$ cat config.mk
export PLATFORM = sky130hd
export DESIGN_NAME = y_stream_packer
export DESIGN_NICKNAME = d
export VERILOG_FILES = /design/src/rtl/y_stream_packer.sv
export SDC_FILE = /design/constraint.sdc
export NUM_CORES = 1
export LEC_CHECK = 0
export ABC_AREA = 1
export CAP_MARGIN = 10
export CORE_UTILIZATION = 50
export CTS_CLUSTER_DIAMETER = 200
export DETAILED_ROUTE_END_ITERATION = 16
export DONT_BUFFER_PORTS = 1
export PLACE_DENSITY = 0.72
export SYNTH_ARGS = -nofsm -noshare
export SYNTH_HDL_FRONTEND = slang
export SYNTH_SLANG_ARGS = --single-unit
$ cat constraint.sdc
create_clock -name clk -period 17.3 [get_ports clk]
set_input_delay 3.46 -clock clk [delete_from_list [all_inputs] [get_ports clk]]
set_output_delay 3.46 -clock clk [all_outputs]
set_load 0.005 [all_outputs]
$ cat src/rtl/y_stream_packer.sv
// rtl/y_stream_packer.sv - packs per-cycle FP16 adder-tree sums into P-lane words behind a small FWFT FIFO
//
// Purpose:
//   Gathers one DW-bit element per valid_in pulse into a packet of up to P lanes.
//   A packet closes when lane P-1 is filled or when last_in arrives. Each closed
//   packet is pushed into an FD-deep first-word fall-through FIFO. The FIFO drains
//   through a valid/ready port. There is no backpressure toward the adder tree.
//   A packet that cannot enter a full FIFO is dropped, and the sticky overflow
//   flag is set. Data bits pass through unchanged.
//
// Ports:
//   clk         single clock
//   rst         synchronous active-high reset; clears all partial and queued data
//   valid_in    sum_in carries an element this cycle
//   sum_in      element bit pattern (DW bits)
//   last_in     closes the current packet with this element
//   out_valid   FIFO head packet available
//   out_ready   consumer takes the head packet when out_valid is also high
//   out_data    packed lanes; lane k at [(k+1)*DW-1 -: DW], lane 0 received first
//   out_count   valid lanes in the head packet, 1..P
//   out_last    head packet was closed by last_in
//   fifo_level  packets held, 0..FD
//   overflow    sticky: a packet was dropped because the FIFO was full

module y_stream_packer #(
    parameter int DW = 16,
    parameter int P  = 8,
    parameter int FD = 4
) (
    input  logic                  clk,
    input  logic                  rst,
    input  logic                  valid_in,
    input  logic [DW-1:0]         sum_in,
    input  logic                  last_in,
    output logic                  out_valid,
    input  logic                  out_ready,
    output logic [P*DW-1:0]       out_data,
    output logic [$clog2(P):0]    out_count,
    output logic                  out_last,
    output logic [$clog2(FD):0]   fifo_level,
    output logic                  overflow
);

    localparam int CW = $clog2(P);
    localparam int AW = $clog2(FD);

    // ---------------- pack stage ----------------
    logic [CW-1:0]   cnt;
    logic [P*DW-1:0] lanes;
    logic            commit;
    logic [P*DW-1:0] commit_word;
    logic [CW:0]     commit_count;

    always_comb begin
        commit       = valid_in && ((cnt == CW'(P - 1)) || last_in);
        commit_count = (CW + 1)'(cnt) + (CW + 1)'(1);
        // Held lanes plus the incoming element. Lanes above cnt are still zero
        // because lanes is cleared on every commit.
        commit_word  = lanes;
        for (int k = 0; k < P; k++) begin
            if (cnt == CW'(k)) begin
                commit_word[k*DW +: DW] = sum_in;
            end
        end
    end

    always_ff @(posedge clk) begin
        if (rst) begin
            cnt   <= '0;
            lanes <= '0;
        end else if (valid_in) begin
            if (commit) begin
                cnt   <= '0;
                lanes <= '0;
            end else begin
                cnt   <= cnt + CW'(1);
                lanes <= commit_word;
            end
        end
    end

    // ---------------- FIFO ----------------
    logic [P*DW-1:0] mem_data  [FD];
    logic [CW:0]     mem_count [FD];
    logic            mem_last  [FD];
    logic [AW-1:0]   wr_ptr;
    logic [AW-1:0]   rd_ptr;
    logic [AW:0]     level;
    logic            pop;
    logic            push;
    logic            drop;

    // The last popped head is kept so the outputs hold their last values while
    // the FIFO is empty. After reset these registers read zero.
    logic [P*DW-1:0] hold_data;
    logic [CW:0]     hold_count;
    logic            hold_last;

    always_comb begin
        pop  = (level != '0) && out_ready;
        // When the FIFO is full, a pop in the same cycle frees the slot. The new
        // word goes into the slot being vacated, which becomes the tail.
        push = commit && ((level != (AW + 1)'(FD)) || pop);
        drop = commit && !push;
    end

    // Storage has no reset. Entries are only visible through level and rd_ptr.
    always_ff @(posedge clk) begin
        if (!rst && push) begin
            mem_data[wr_ptr]  <= commit_word;
            mem_count[wr_ptr] <= commit_count;
            mem_last[wr_ptr]  <= last_in;
        end
    end

    always_ff @(posedge clk) begin
        if (rst) begin
            wr_ptr     <= '0;
            rd_ptr     <= '0;
            level      <= '0;
            overflow   <= 1'b0;
            hold_data  <= '0;
            hold_count <= '0;
            hold_last  <= 1'b0;
        end else begin
            // FD is a power of two, so the pointers wrap naturally.
            if (push) begin
                wr_ptr <= wr_ptr + AW'(1);
            end
            if (pop) begin
                rd_ptr     <= rd_ptr + AW'(1);
                hold_data  <= mem_data[rd_ptr];
                hold_count <= mem_count[rd_ptr];
                hold_last  <= mem_last[rd_ptr];
            end
            case ({push, pop})
                2'b10:   level <= level + (AW + 1)'(1);
                2'b01:   level <= level - (AW + 1)'(1);
                default: level <= level;
            endcase
            if (drop) begin
                overflow <= 1'b1;
            end
        end
    end

    always_comb begin
        out_valid  = (level != '0);
        fifo_level = level;
        if (out_valid) begin
            out_data  = mem_data[rd_ptr];
            out_count = mem_count[rd_ptr];
            out_last  = mem_last[rd_ptr];
        end else begin
            out_data  = hold_data;
            out_count = hold_count;
            out_last  = hold_last;
        end
    end

endmodule

==> impl_metrics.ini, run 1 <==
[clocking]
worstSkewPairLatency_ns = 0.61
cts_setup_buffers = 0
cts.clk_slew.worst_paths_ns = 0.06
cts_made_buffers = 79
clock_tree.root_cell = clkbuf_16
htreeDepth = 3
clock_sinks = 806
cts_hold_buf = 0
tritoncts = yes
cts_resized = 0
cts_buffer_depth = 3

[synthesis]
synth_compound_area_share_pct = 18.30
synth_top_family_by_area = compound AO/OA/AOI/OAI gates
synth-xor-area-share_pct = 0.02740
synth_common_cells = edfxtp_1 (532), nand2_1 (520), o21ai_0 (472)
synth_cells = 2979
ys_seq_area_share_pct = 67.14
synth.cell_area_um2 = 31960
synth_top_area_cell = edfxtp_1
async_flop_share_pct = 0
synth_seq_cells = 806
synth_edf_count = 532
synth_top_area_share_pct = 49.98
synthAdderAreaFrac_pct = 0.4541
yosys-top-cells-area = edfxtp_1 (50%), dfxtp_1 (17%), o21ai_0 (7.4%)
ys_dominant_reg_cell = edfxtp_1
synthSimpleGateAreaFrac_pct = 9.814
synth.net_count = 3011
syn_avg_cell_area_um2 = 10.73
synth_mux_area_share_pct = 0
synth_cell_types = 28
synth.most_common_cell = edfxtp_1
yosysWarnings = 0

[worst_hold_path]
min_path_cells = 2
hold-path-endpoint = lanes[44]
hold_class = reg2reg
hold_start = lanes[44]

[run]
drv_cap = 0

[timing]
post-route-period-util_pct = 42.16
slew-limit-headroom_pct = 19.99
hold_violations = 0
finalWorstPathRequiredPeriod_ns = 7.295
worstMarginPinSlew_ns = 1.200
holdWs_ns = 0.4584
clock_skew_ns = 0.02019
slew_viol_final = 0
setup_tns_ns = 0
max_freq_mhz = 137.1
rsz0062_at_grt = false
setup_viol = 0

[drt]
viasPerCell = 5.819
final_antenna_net_count = 0
drtIter0Drc = 1780
wl_um = 75930
vias = 21870
dr.pass1.iters = 5
wl_per_cell_um = 20.20
route.detailed.drc = 0

[power]
vdd_drop_max_mv = 0.07930
intPower_uw = 3365
power_switching_uw = 1275
p_per_area_nw_per_um2 = 134.0
leakage_uw = 0.01124
seq_power_share_pct = 47.3
switching_share_pct = 27.47
comb_power_share_pct = 15.6
power_frac_clock_pct = 37.1

[worst_setup_path]
critPathTopFamily = buffers and inverters
setup.worst_path.start_class = register
reg2regPathDepth = 8
ff2ff_setup_slack_ns = 13.23
path_buf_inv = 2
end_kind = output pin
r2r-end = mem_data[0][2]
worstSetupPathType = reg2out
r2r_start = cnt[1]
cp_slowest_stage_delay_ns = 0.88
crit_fanout = 167
slowest_stage = buf_4
crit_required_ns = 13.84
path_cells = inv_8 > buf_4 > o21ai_0 > o22a_1 > o21ai_1
arrival_ns = 3.83

[global_routing]
grt_pass1_vias = 20220
grt_pass1_wl_um = 114300
grt_max_degree = 168
grt_antenna_before_repair = 4
gr-total-overflow = 0
grt_usage_pct = 23.06

[place]
io_buffer_count = 0
dp_hpwl_um = 41260
placed_area_um2 = 32010
place_congestion = 0.7629

[finish]
fillers = 5111
design_area_um2 = 34630
antennaDiodeCount = 0
fin_util_pct = 54.89
drive_above_1_share_pct = 4.978
fin_nets = 2884
syn2layout_area_growth_pct = 8.334

[floorplanning]
dieArea_um2 = 64940
die_h_um = 254.8
ioPinCount = 159
rows = 92
core_area_um2 = 63080
die_width_um = 254.8
start_util_pct = 50.67

[status]
status = finished clean
[metrics by stage]
step | std cells | total power (uW) | setup slack [ns]
finish | 3759 | 4640 | 10.01
global route | 3759 | 4836 | 9.657
CTS | 3759 | 4666 | 9.954
detailed placement | 3617 | 2958 | 10.36
global placement | 3617 | 2928 | 10.43
floorplan | 2979 | 2808 | 7.083
[layout make-up]
class                      count  area (um^2)  share of cell area, %
clock buffer                 117         2292                  6.620
timing repair buffer          18        135.1                 0.3902
clock inverter                25        322.8                 0.9322
inverter                      39        178.9                 0.5167
sequential                   806        21470                  62.00
tap                          846         1059                  3.057
multi-input combinational   1908         9171                  26.49
[worst max-delay path by stage]
stage             start                to  cells after the start
5_1_grt        register     out_data[108]                      5
6_report       register     out_data[117]                      5
3_3_place_gp   valid_in  mem_data[3][112]                      6
3_5_place_dp   valid_in  mem_data[0][110]                      6
2_1_floorplan       rst   mem_count[0][0]                      5
4_1_cts        register     out_data[108]                      5
[state kept, by name, indices dropped and copies added, names as in the netlist, named ones only]
register and count:
mem_data 512, wr_ptr 2, hold_count 4, mem_count 16, lanes 128, fifo_level 3
rd_ptr 2, overflow 1, hold_last 1, cnt 3, mem_last 4, hold_data 128
[worst reg2reg max path, stage by stage (launching register included)]
cell and delay, ns:
dfxtp_1 0.38, ha_1 0.21, ha_1 0.27, nor2_1 0.09
nor2_1 0.26, nand3_1 0.38, nor2_4 0.17, buf_4 0.73
buf_4 1.10
[routing by layer]
metal | track usage, % | part of all wire, %
met5 | 0 | 0
met4 | 9.239 | 3.2
met3 | 4.312 | 8.5
met2 | 36.19 | 46
met1 | 31.75 | 42
[cell families after synthesis]
group	after synthesis
flops	806
compound gates	1069
fa+ha+maj	11
buf+inv	265
simple gates	827
xor+xnor	1
[cell usage in the layout (no fill, tap or decap), types with 2 or more instances in the layout]
cell type    n
o21ai_0    472
nor2_1     291
nand3_1      5
inv_8        3
inv_4        4
clkinv_1     8
nand2_1    520
o21ai_1    177
a21oi_1    286
inv_1       32
ha_1        10
clkinv_2     7
nand4_1      2
o22a_1     133
nor2_4       4
clkinv_4     2
nand2_4      2
dfxtp_4      2
clkbuf_8    13
clkbuf_16   81
buf_4       18
dfxtp_1    272
bufinv_16    8
clkbuf_1    23
edfxtp_1   532
[power by group through the flow]
stage                     clock network, uW  registers (uW)  logic, uW
after floorplan                           0            2210        599
after global placement                    0            2230        698
after detailed placement                  0            2230        723
after CTS                              1750            2190        726
after global routing                   1820            2210        806
final                                  1720            2190        722
Power figures use the tool's default switching activity.
==> run 2: changes to the inputs <==
==> constraint.sdc (replaced) <==
create_clock -name clk -period 7.4 [get_ports clk]
set_input_delay 1.48 -clock clk [delete_from_list [all_inputs] [get_ports clk]]
set_output_delay 1.48 -clock clk [all_outputs]
set_load 0.005 [all_outputs]
==> impl_metrics.ini, run 2 (synthesized netlist as in run 1, its figures left out) <==
[status]
status = finished clean

[place]
dp_hpwl_um = 41240
place_congestion = 0.7693
placed_area_um2 = 32030
io_buffer_count = 0
placed_cells = 3613

[power]
leakage_uw = 0.01128
power_switching_uw = 3084
switching_share_pct = 28.15
p_total_uw = 10960
comb_power_share_pct = 15.6
p_per_area_nw_per_um2 = 315.0
seq_power_share_pct = 46.8
power_frac_clock_pct = 37.6
intPower_uw = 7871
vdd_drop_max_mv = 0.1759

[worst_setup_path]
crit_required_ns = 5.92
path_buf_inv = 2
end_kind = output pin
path_cells = inv_8 > buf_4 > o21ai_0 > o22a_1 > o21ai_1
critPathTopFamily = buffers and inverters
slowest_stage = inv_8
cp_slowest_stage_delay_ns = 0.94
setup.worst_path.start_class = register
arrival_ns = 3.63
worstSetupPathType = reg2out
crit_fanout = 199

[floorplanning]
ioPinCount = 159
die_width_um = 254.8
core_area_um2 = 63080
dieArea_um2 = 64940
die_h_um = 254.8
start_util_pct = 50.67
rows = 92

[finish]
design_area_um2 = 34780
final_common_cell = edfxtp_1
layout_common_cells = edfxtp_1 (532), nand2_1 (520), o21ai_0 (472)
drive_above_1_share_pct = 5.337
largest_registers = mem_data (512), hold_data (128), lanes (128)
stdcell_count = 3774
top_register = mem_data
syn2layout_area_growth_pct = 8.819
fillers = 5298
fin_util_pct = 55.14
largest_register_ffs = 512
multi_input_area_um2 = 9171
fin_nets = 2885
regArea_um2 = 21470

[timing]
setup_viol = 0
max_freq_mhz = 195.6
clock_skew_ns = 0.01484
slew-limit-headroom_pct = 22.49
rsz0062_at_grt = false
worstMarginPinSlew_ns = 1.160
finalWorstPathRequiredPeriod_ns = 5.112
slew_viol_final = 0
hold_violations = 0
setup_tns_ns = 0
post-route-period-util_pct = 69.07

[drt]
final_antenna_net_count = 0
wl_per_cell_um = 21.11
route.detailed.drc = 0
viasPerCell = 5.867
drtIter0Drc = 2085
dr.pass1.iters = 6
wl_um = 79660
vias = 22140

[clocking]
tritoncts = yes
clock_tree.root_cell = clkbuf_16
cts_hold_buf = 0
clock_sinks = 806
cts.clk_slew.worst_paths_ns = 0.06
cts_setup_buffers = 0
worstSkewPairLatency_ns = 0.62
htreeDepth = 3
cts_resized = 0
cts_buffer_depth = 3
cts_made_buffers = 83

[worst_hold_path]
hold_class = reg2reg

[global_routing]
grt_pass1_wl_um = 119800
grt_antenna_before_repair = 9
grt_usage_pct = 24.33
grt_pass1_vias = 20970
gr-total-overflow = 0
grt_max_degree = 200

[run]
drv_cap = 0
==> run 2: area by class of cell <==
type	instances	area share, %
multi-input combinational	1908	26.37
clock inverter	43	1.158
antenna	5	0.03597
inverter	39	0.5144
clock buffer	112	6.669
sequential	806	61.72
tap	846	3.043
timing repair buffer	15	0.4892
==> run 2: power groups by stage <==
| stage | sequential [uW] | clock (uW) | combinational, uW |
|---|---|---|---|
| after detailed placement | 5220 | 0 | 1710 |
| after global routing | 5150 | 4370 | 1900 |
| after global placement | 5210 | 0 | 1660 |
| after CTS | 5120 | 4190 | 1720 |
| final | 5130 | 4120 | 1710 |
| after floorplan | 5160 | 0 | 1400 |
==> run 2: layer usage <==
metal / vias to the layer above / routed length [um] / track usage, %
met5: - / 0 / 0
met4: 0 / 1709 / 7.562
met3: 128 / 6674 / 4.027
met2: 806 / 37990 / 39.92
met1: 10890 / 33290 / 33.19
li1: 10320 / - / -
==> run 2: worst reg2reg max path: cells and delay by family, from the launching register on <==
kind	cells	cell delay [ns]
flip-flops	1	0.38
AND/OR/NAND/NOR	4	1.11
buffers and inverters	1	0.72
adder cells (fa/ha/maj)	2	0.54
==> run 2: through the flow <==
stage	hold WS (ns)	setup WS (ns)
4_1_cts	0.4594	2.272
6_report	0.4598	2.288
5_1_grt	0.4737	2.067
2_1_floorplan	0.4454	-0.8374
3_5_place_dp	0.4501	2.967
3_3_place_gp	0.4462	3.021
==> run 2: worst paths after layout <==
kind	endpoint	depth (start not counted)	slack [ns]	start
worst max-delay path	out_data[50]	5	2.29	register
worst min-delay path	lanes[23]	2	0.46	lanes[23]
worst max register to register	mem_data[3][30]	7	4.21	cnt[1]
worst min register to register	lanes[23]	2	0.46	lanes[23]
